--- config.mk ---
export PLATFORM = sky130hd
export DESIGN_NAME = phy_rx_frame_assembler
export DESIGN_NICKNAME = d
export VERILOG_FILES = /design/src/rtl/phy_rx_frame_assembler.sv
export SDC_FILE = /design/constraint.sdc
export NUM_CORES = 1
export LEC_CHECK = 0
export CAP_MARGIN = 20
export CORE_MARGIN = 2
export CORE_UTILIZATION = 45
export DETAILED_ROUTE_END_ITERATION = 10
export DONT_BUFFER_PORTS = 1
export PLACE_DENSITY_LB_ADDON = 0.1
export RECOVER_POWER = 50
export SYNTH_ARGS = -nofsm -noshare
export SYNTH_HDL_FRONTEND = slang
export SYNTH_SLANG_ARGS = --single-unit
--- constraint.sdc ---
create_clock -name clk_phy -period 2.15 [get_ports clk_phy]
set_clock_uncertainty 0.15 [all_clocks]
set_input_delay 0.645 -clock clk_phy [delete_from_list [all_inputs] [get_ports clk_phy]]
set_output_delay 0.645 -clock clk_phy [all_outputs]
set_load 0.05 [all_outputs]
--- src/rtl/phy_rx_frame_assembler.sv ---
// Receive-side nibble-to-byte assembler: strips preamble/SFD, rebuilds bytes and
// closes each frame with a length and error status.
module phy_rx_frame_assembler #(
    parameter int MIN_LEN          = 64,
    parameter int MAX_LEN          = 1518,
    parameter int MAX_PREAMBLE     = 15,
    parameter int REQUIRE_PREAMBLE = 1
) (
    input  logic        clk_phy,
    input  logic        reset_n,
    input  logic [3:0]  phy_data_in,
    input  logic        phy_tx_en,
    output logic [7:0]  byte_out,
    output logic        byte_valid,
    output logic        frame_start,
    output logic        frame_end,
    output logic [11:0] frame_len,
    output logic        frame_err,
    output logic [2:0]  err_code,
    output logic [15:0] frame_count
);

    typedef enum logic [1:0] {IDLE, PREAMBLE, DATA, DROP} state_t;

    localparam logic [11:0] MIN_L   = 12'(MIN_LEN);
    localparam logic [11:0] MAX_L   = 12'(MAX_LEN);
    localparam logic [7:0]  PRE_MAX = 8'(MAX_PREAMBLE);

    localparam logic [2:0] ERR_NONE  = 3'd0;
    localparam logic [2:0] ERR_PRE   = 3'd1;
    localparam logic [2:0] ERR_ODD   = 3'd2;
    localparam logic [2:0] ERR_RUNT  = 3'd3;
    localparam logic [2:0] ERR_OVER  = 3'd4;
    localparam logic [2:0] ERR_CARR  = 3'd5;

    state_t      state;
    logic [7:0]  pre_cnt;
    logic        phase;
    logic [3:0]  low;
    logic [11:0] len;
    logic [2:0]  code;

    always_ff @(posedge clk_phy or negedge reset_n) begin
        if (!reset_n) begin
            state       <= IDLE;
            pre_cnt     <= '0;
            phase       <= 1'b0;
            low         <= '0;
            len         <= '0;
            code        <= ERR_NONE;
            byte_out    <= '0;
            byte_valid  <= 1'b0;
            frame_start <= 1'b0;
            frame_end   <= 1'b0;
            frame_len   <= '0;
            frame_err   <= 1'b0;
            err_code    <= ERR_NONE;
            frame_count <= '0;
        end else begin
            byte_valid  <= 1'b0;
            frame_start <= 1'b0;
            frame_end   <= 1'b0;
            case (state)
                IDLE: begin
                    if (phy_tx_en) begin
                        len   <= '0;
                        phase <= 1'b0;
                        if (phy_data_in == 4'h5) begin
                            state   <= PREAMBLE;
                            pre_cnt <= 8'd1;
                        end else if (REQUIRE_PREAMBLE != 0) begin
                            state <= DROP;
                            code  <= ERR_PRE;
                        end else begin
                            // No preamble expected: this nibble is already the low half of byte 0.
                            state <= DATA;
                            low   <= phy_data_in;
                            phase <= 1'b1;
                        end
                    end
                end
                PREAMBLE: begin
                    if (!phy_tx_en) begin
                        state     <= IDLE;
                        frame_end <= 1'b1;
                        frame_err <= 1'b1;
                        err_code  <= ERR_CARR;
                        frame_len <= '0;
                    end else if (phy_data_in == 4'h5) begin
                        if (pre_cnt == PRE_MAX) begin
                            state <= DROP;
                            code  <= ERR_PRE;
                        end else begin
                            pre_cnt <= pre_cnt + 8'd1;
                        end
                    end else if (phy_data_in == 4'hD) begin
                        state <= DATA;
                        phase <= 1'b0;
                        len   <= '0;
                    end else begin
                        state <= DROP;
                        code  <= ERR_PRE;
                    end
                end
                DATA: begin
                    if (!phy_tx_en) begin
                        state     <= IDLE;
                        phase     <= 1'b0;
                        frame_end <= 1'b1;
                        frame_len <= len;
                        if (phase) begin
                            frame_err <= 1'b1;
                            err_code  <= ERR_ODD;
                        end else if (len < MIN_L) begin
                            frame_err <= 1'b1;
                            err_code  <= ERR_RUNT;
                        end else begin
                            frame_err   <= 1'b0;
                            err_code    <= ERR_NONE;
                            frame_count <= frame_count + 16'd1;
                        end
                    end else if (!phase) begin
                        low   <= phy_data_in;
                        phase <= 1'b1;
                    end else if (len == MAX_L) begin
                        // The byte past MAX_LEN is swallowed, so len stays capped.
                        state <= DROP;
                        code  <= ERR_OVER;
                    end else begin
                        byte_out    <= {phy_data_in, low};
                        byte_valid  <= 1'b1;
                        frame_start <= (len == 12'd0);
                        len         <= len + 12'd1;
                        phase       <= 1'b0;
                    end
                end
                DROP: begin
                    if (!phy_tx_en) begin
                        state     <= IDLE;
                        frame_end <= 1'b1;
                        frame_err <= 1'b1;
                        err_code  <= code;
                        frame_len <= len;
                    end
                end
                default: state <= IDLE;
            endcase
        end
    end

endmodule

# Yosys cells after proc, flatten, opt, wreduce, memory -nomap -nowiden

Cells that the tools add are included.

Register bits: 73
Bits in latches: 0
RAM bits: 0
Memory bits (read-only): 0
Bits of input ports: 7
Output and inout bits: 43
Memories kept: 0

Add/sub/neg operators: 3
$mul: 0
Divide/modulo/power cells: 0
Order comparisons: 1
Eq/ne operators: 29
Shift-type cells: 0
Mux-type cells: 67
Bitwise operators: 4
Reduce and logical (&&, ||, !) cells: 21

Operator list:

| operator                                               | count |
|---|---|
| two-way mux 12 bit                                     | 9 |
| two-way mux 8 bit                                      | 5 |
| two-way mux 3 bit                                      | 12 |
| one-hot mux 12 bit (3 select lines)                    | 1 |
| != test 2 bit (second input constant)                  | 17 |
| one-hot mux 12 bit (2 select lines)                    | 1 |
| two-way mux 1 bit                                      | 22 |
| two-way mux 2 bit                                      | 11 |
| one-hot mux 3 bit (3 select lines)                     | 2 |
| adder 16 x 1 -> 16 bit (second input constant)         | 1 |
| one-hot mux 8 bit (2 select lines)                     | 1 |
| adder 12 x 1 -> 12 bit (second input constant)         | 1 |
| equality test 12 x 11 -> 1 bit (second input constant) | 1 |
| logical NOT 12 bit                                     | 1 |
| < comparator 12 x 7 -> 1 bit (second input constant)   | 1 |
| != test 3 bit (second input constant)                  | 4 |
| AND reduction 4 bit                                    | 3 |
| AND reduction 5 bit                                    | 2 |
| AND reduction 3 bit                                    | 3 |
| AND reduction 9 bit                                    | 1 |
| adder 8 x 1 -> 8 bit (second input constant)           | 1 |
| equality test 8 x 4 -> 1 bit (second input constant)   | 1 |
| one-hot mux 2 bit (4 select lines)                     | 1 |
| AND reduction 8 bit                                    | 1 |
| 14 further kinds                                       | 22 |

# Longest topological paths before layout

Gate-level depths: netlist of run 1.

Depth in word-level cells: 5
Depth in mapped cells: 7
Depth with buffers taken out: 7

# Worst setup path after synthesis of run 1

OpenSTA, ideal clock, no wires.

Path type: input-to-reg
From: input phy_data_in[1]
To: register len[9]
Setup time: 79 ps
Arrival: 2,005 ps
Required time: 1,921 ps
Setup slack: -83 ps
Stages on the path: 5
Buffers on the path: 0
Path through: nand4b_2 a221oi_4 nand2_4 or4_1 a21oi_1

Cells in the longest elaborated chain, start to end: 3
Elaborated cells between the ends (all ways): 5

Ends and longest elaborated chain:

| item                                                                | line   | source |
|---|---|---|
| start, declared                                                     | 11     | `input logic [3:0] phy_data_in,` |
| equality test 4 bit or equality test 4 x 3 -> 1 bit (tied branches) | 96, 89 |  |
| != test 2 bit (no line)                                             | --     |  |
| AND reduction 8 bit (no line) (*)                                   | --     |  |
| end signal, assigned                                                | 133    | `len <= len + 12'd1;` |
| end, declared                                                       | 40     | `logic [11:0] len;` |

Mark *: on every way between the ends. The rest lies on a longest branch, timed or not.
A chain may end at the register's enable or synchronous reset.

# Worst setup path in the final report of run 1

From: register state[0]
To: register len[9]

Cells in the longest elaborated chain, start to end: 3
Elaborated cells between the ends (all ways): 13

Ends and longest elaborated chain:

| item                                                          | line | source |
|---|---|---|
| start, declared                                               | 36   | `state_t state;` |
| start signal, assigned                                        | 45   | `state <= IDLE;` |
| start signal, assigned                                        | 69   | `state <= PREAMBLE;` |
| start signal, assigned                                        | 72   | `state <= DROP;` |
| equality test 2 bit (tied with other cells)                   | 63   | `case (state)` |
| != test 2 bit (no line) or nonzero test 3 bit (tied branches) | --   |  |
| AND reduction 8 bit (no line)                                 | --   |  |

Several ways; a longest one is shown, not always the timed one.

==> results of run 1 <==
per-layer routing:
layer | vias to the layer above | global-route usage, % | routed length [um]
li1 | 1203 | - | -
met1 | 1191 | 26.2 | 3610
met3 | 4 | 6.34 | 447
met5 | - | 0 | 0
met4 | 0 | 6.82 | 69
met2 | 69 | 27.8 | 3310
area by class of cell:
type / instances / area [um^2]
Clock buffer: 13 / 149
Clock inverter: 3 / 65.1
Fill cell: 692 / 3310
Inverter: 8 / 30.0
Multi-Input combinational cell: 220 / 1510
Sequential cell: 72 / 1800
Tap cell: 99 / 124
Timing Repair Buffer: 42 / 298
synthesized netlist by cell type (4+ instances only):
library cell   n  share of area, %
nand2_1       34               3.8
nand2b_1       5              0.92
mux2_2        10               3.3
nand4_1       10               1.8
nor4_1         7               1.3
inv_1          8              0.88
a22o_1        13               3.4
dfrtp_1       72                53
ha_1           5               1.8
a21oi_1        7               1.0
nor3_1        13               1.9
nor2_1        22               2.4
o21ai_0       11               1.6
clkbuf_1       4              0.44
buf_2          4              0.59
xor2_1        15               3.9
nand3_1       14               2.1
xnor2_1       10               2.6
and3_1         5              0.92
placed cells by master, fill, tap and decap left out, drive strengths merged, types with 11 or more instances in the layout:
master	instances
nand3	14
nor3	13
o21ai	11
nor2	22
a22o	13
dfrtp	72
buf	37
nand2	36
clkbuf	18
xor2	15
logic make-up (layout without fill, tap and decap cells):
kind of cell / Yosys count / in the layout / synth area share (%)
mux: 10 / 10 / 3.32
fa+ha+maj: 5 / 5 / 1.84
compound gates: 47 / 47 / 11.3
simple gates: 133 / 133 / 20.7
buf+inv: 22 / 66 / 3.24
xor+xnor: 25 / 25 / 6.45
flops: 72 / 72 / 53.1
where the power goes:
group / internal [mW] / leakage [nW] / switching (mW)
sequential: 1.46 / 0.955 / 0.359
clock: 0.685 / 0.108 / 0.480
combinational: 0.116 / 0.814 / 0.115
total: 2.26 / 1.88 / 0.954
worst max-delay path: cells and delay by family (launching register included):
| family | cells | cell delay (ns) |
|---|---|---|
| DFF | 1 | 0.41 |
| and+or+nand+nor | 3 | 0.75 |
| AOI/OAI and AO/OA | 2 | 0.45 |
| buffers and inverters | 1 | 0.17 |
worst max path at each step:
stage | startpoint | to
detailed placement | phy_data_in[1] | pre_cnt[6]
global placement | phy_data_in[1] | len[9]
CTS | pre_cnt[1] | pre_cnt[0]
global route | len[10] | frame_count[12]
floorplan | phy_tx_en | len[9]
finish | state[0] | len[9]
repair_timing:
action / CTS / global route
hold endpoints to repair: 72 / 72
endpoints found under the setup margin: 0 / 18
setup buffers: 0 / 2
gates resized for setup: 0 / 3
metrics by stage:
stage / total power, mW / utilization, % / TNS, ns / hold WS, ns / setup WS (ns)
finish: 3.22 / 54.6 / 0 / -0.159 / 0.146
global route: 3.36 / 54.6 / 0 / -0.190 / 0.0124
CTS: 3.26 / 54.3 / 0 / -0.176 / 0.0503
detailed placement: 2.08 / 51.4 / -0.00165 / 0.201 / -0.00165
global placement: 2.08 / 51.4 / 0 / 0.202 / 0.0544
floorplan: 2.00 / - / -0.0126 / 0.199 / -0.0126
flip-flops by register name, indices dropped and copies added (netlist names):
| name | flops |
|---|---|
| frame_len | 12 |
| low | 4 |
| frame_start | 1 |
| frame_count | 16 |
| len | 12 |
| byte_out | 8 |
| byte_valid | 1 |
| code | 2 |
| frame_end | 1 |
| err_code | 3 |
| phase | 1 |
| state | 2 |
| frame_err | 1 |
| pre_cnt | 8 |
==> impl_metrics.json, run 1 <==
{
  "fmax_ghz": 0.499,
  "status": "complete, but fails checks",
  "portBuffers": 0,
  "root_buffer": "clkbuf_8",
  "rows": 31,
  "ys_warn_count": 0,
  "gr-total-overflow": 0,
  "worst-r2r-setup-slack_ns": 0.15,
  "ys_ff_latch": 72,
  "syn-mean-instance-area_um2": 10.8,
  "r2r-start": "state[0]",
  "fin_crit_sh_pct": 93.2,
  "dieArea_mm2": 0.00826,
  "slew_viol_final": 0,
  "via_count": 2467,
  "arrival_ns": 2.12,
  "gp_congestion": 0.824,
  "cp_slowest_cell": "or4_1",
  "regToRegEndpoint": "len[9]",
  "clk_latency_ns": 0.34,
  "reg2reg_depth": 6,
  "core_area_mm2": 0.00729,
  "die_w_um": 90.9,
  "cp_cell_sequence": "buf_4 -> nand2b_1 -> a221oi_4 -> nand2_4 -> or4_1 -> a21oi_1",
  "violations": "negative hold slack",
  "fin_crit_ns": 2.00,
  "drt_iter0_markers": 166,
  "cap_violations": 0,
  "p_per_area_mw_per_mm2": 808,
  "synthCells": 314,
  "finalSetupViolCount": 0,
  "dp.cells": 439,
  "max-slew-margin-rel_pct": 61.4,
  "rsz0062_at_grt": "no",
  "grt_pass1_vias": 2432,
  "cts-htree-levels": 3,
  "netlist-cell-type-count": 47,
  "slowest_delay_ns": 0.48,
  "ys.flop_type": "dfrtp_1",
  "cellLeakagePower_nw": 1.88,
  "fin_area_mm2": 0.00398,
  "grt_antenna_before_repair": 0,
  "clock_sinks": 72,
  "via_per_inst": 5.40,
  "vdd_drop_max_mv": 0.617,
  "cp.required_ns": 2.27,
  "syn_area_mm2": 0.00340,
  "fin_cells": 457,
  "worst-setup-path-type": "flop to flop",
  "initial_core_util_pct": 46.6,
  "tightestPinTransition_ns": 0.571,
  "ys_seq_area_share_pct": 53.1,
  "drc_errors": 0,
  "dpl_cell_area_mm2": 0.00375,
  "nNetsFinal": 365,
  "cts_tree": "built",
  "cts.clk_slew.worst_paths_ns": 0.08,
  "hold_violations": 72,
  "n_antenna_cell": 0,
  "cp_max_fo": 7,
  "numCtsBuffers": 9,
  "grt_usage_pct": 18.9,
  "dr.pass1.iters": 4,
  "synthesis.nets": 326,
  "wire_per_inst_um": 16.3,
  "areaGrowthSynthToFinish_pct": 17.2,
  "drive_gt1_share_pct": 19.8,
  "hold_class": "primary input to asynchronous set/reset pin",
  "grt_max_degree": 73,
  "synth_edf_count": 0,
  "cp-start-kind": "flop",
  "wl_um": 7440,
  "grt_pass1_wl_um": 12300,
  "io_pins": 50,
  "die_h_um": 90.9,
  "ys_async_sr_fraction_pct": 100,
  "dp_hpwl_um": 5310,
  "clock_path_buffers": 2,
  "whs_ns": -0.159,
  "end_kind": "flop",
  "drt.antenna.violating_nets": 0
}
(Power assumes the default switching activity.)
==> inputs of run 2 (changes only) <==
clock period = 1.88 ns   (was 2.15 ns; I/O delays follow)
==> run 2 against run 1 <==
Compared with the run above: critical path depth is the same; the run ends with negative hold slack, negative setup slack left; total power grew 13%; critical endpoint unchanged; die area did not move; via count increased by 5.2%; critical path type unchanged; global-route usage grew 0.46 points; sequential share of layout area shrank 4.0 points.
==> impl_metrics.json, run 2 (synthesis results as in run 1) <==
{
  "cap_violations": 0,
  "regMostFlops": "frame_count",
  "slowest_delay_ns": 0.49,
  "gp_congestion": 0.834,
  "violations": "negative hold slack, negative setup slack",
  "finalSetupViolCount": 1,
  "switching_share_pct": 31.5,
  "arrival_ns": 2.01,
  "wl_um": 7540,
  "p_int_mw": 2.50,
  "cp_max_fo": 7,
  "via_count": 2596,
  "initial_core_util_pct": 46.6,
  "nNetsFinal": 391,
  "dp_hpwl_um": 5240,
  "nFillCells": 664,
  "p_sw_mw": 1.15,
  "grt_usage_pct": 19.4,
  "drc_errors": 0,
  "areaGrowthSynthToFinish_pct": 29.2,
  "root_buffer": "clkbuf_8",
  "cp_cell_sequence": "buf_4 -> and4b_1 -> nand4_1 -> nand2_4 -> or4_1 -> a21oi_2",
  "cts_tree": "built",
  "status": "complete, but fails checks",
  "n_antenna_cell": 0,
  "core_area_mm2": 0.00729,
  "crit_family": "simple AND/OR/NAND/NOR gates",
  "worst-setup-path-type": "flop to flop",
  "dr.pass1.iters": 4,
  "cts.clk_slew.worst_paths_ns": 0.08,
  "io_pins": 50,
  "gr-total-overflow": 0,
  "die_h_um": 90.9,
  "largest_reg_flops": 16,
  "max-slew-margin-rel_pct": 64.8,
  "cp_num_buf_inv": 1,
  "drt_iter0_markers": 104,
  "cp-start-kind": "flop",
  "grt_antenna_before_repair": 0,
  "whs_ns": -0.242,
  "drt.antenna.violating_nets": 0,
  "dieArea_mm2": 0.00826,
  "fin_crit_ns": 1.88,
  "hold_class": "primary input to asynchronous set/reset pin",
  "slew_viol_final": 0,
  "rows": 31,
  "final_cell_mix": "dfrtp_1, buf_4, nand2_1",
  "clkPwrFrac_pct": 34.1,
  "clk_latency_ns": 0.34,
  "end_kind": "flop",
  "combPwrFrac_pct": 8.9,
  "grt_max_degree": 73,
  "clock_path_buffers": 2,
  "cts-htree-levels": 3,
  "dpl_worst_slack_ns": -0.120,
  "portBuffers": 0,
  "fin_ws_ns": -0.00321,
  "die_w_um": 90.9,
  "p_per_area_mw_per_mm2": 832,
  "p_seq_share_pct": 57.0,
  "fin_crit_sh_pct": 100,
  "hold_violations": 72,
  "via_per_inst": 5.37,
  "cp.required_ns": 2.00,
  "power.total_mw": 3.65,
  "clock_sinks": 72,
  "grt_pass1_wl_um": 12700,
  "reg_top3": "frame_count (16), frame_len (12), len (12)",
  "rsz0062_at_grt": "yes",
  "wire_per_inst_um": 15.6,
  "cellLeakagePower_nw": 2.08,
  "cp_slowest_cell": "or4_1",
  "fmax_ghz": 0.531,
  "drive_gt1_share_pct": 35.2,
  "numCtsBuffers": 9,
  "vdd_drop_max_mv": 0.826,
  "grt_pass1_vias": 2528,
  "tightestPinTransition_ns": 0.527
}
[run 2: cell types whose count changed in the layout (fill, tap and decap cells not counted), sizes merged]
cell / delta
buf: +27
bufinv: -1
clkbuf: -4
clkinv: +1
clkinvlp: +2
inv: +1
[run 2: area by class of cell]
cell class | instances | area, um^2 | share of cell area (%)
sequential | 72 | 1810 | 41.3
multi-input combinational | 220 | 1720 | 39.1
timing repair buffer | 68 | 500 | 11.4
clock buffer | 10 | 138 | 3.14
tap | 99 | 124 | 2.82
clock inverter | 6 | 67.6 | 1.54
inverter | 8 | 30.0 | 0.684
[run 2: power groups by stage]
stage,clock (mW),combinational [mW],sequential (mW)
global route,1.35,0.368,2.10
finish,1.24,0.324,2.08
CTS,1.28,0.302,2.08
detailed placement,0,0.300,2.11
floorplan,0,0.214,2.09
global placement,0,0.294,2.11
[run 2: layer usage]
layer	share of wire, %	track usage [%]
met1	46	26.7
met2	47	29.8
met3	5.0	5.01
met4	1.3	6.82
met5	0	0
[run 2: stage by stage]
step	hold WS, ns	TNS, ns	utilization, %	instance area [um^2]	cells
4_1_cts	-0.257	-0.249	58.8	4290	482
5_1_grt	-0.270	-1.06	60.2	4390	483
3_5_place_dp	0.121	-0.721	55.4	4040	463
2_1_floorplan	0.118	-1.96	-	3530	314
6_report	-0.242	-0.00321	60.2	4390	483
3_3_place_gp	0.121	-0.650	55.4	4040	463
[run 2: final timing paths]
| check | startpoint | to | slack (ns) | depth (start not counted) |
|---|---|---|---|---|
| max | state[1] | len[9] | -0.003 | 6 |
| min | reset_n | byte_out[3] | -0.24 | 0 |
| max reg2reg | state[1] | len[9] | -0.003 | 6 |
| min reg2reg | low[3] | byte_out[3] | 0.32 | 2 |
| max in group asynchronous | reset_n | frame_count[6] | 1.71 | 0 |
| min in group clk_phy | phy_tx_en | state[0] | 0.20 | 1 |
[run 2: what timing repair did]
item                                    in CTS  in global routing
endpoints found under the setup margin      15                 28
pin swaps                                    5                 10
hold endpoints to repair                    72                 72
buffers inserted                             3                  2
gates resized for setup                      6                 24
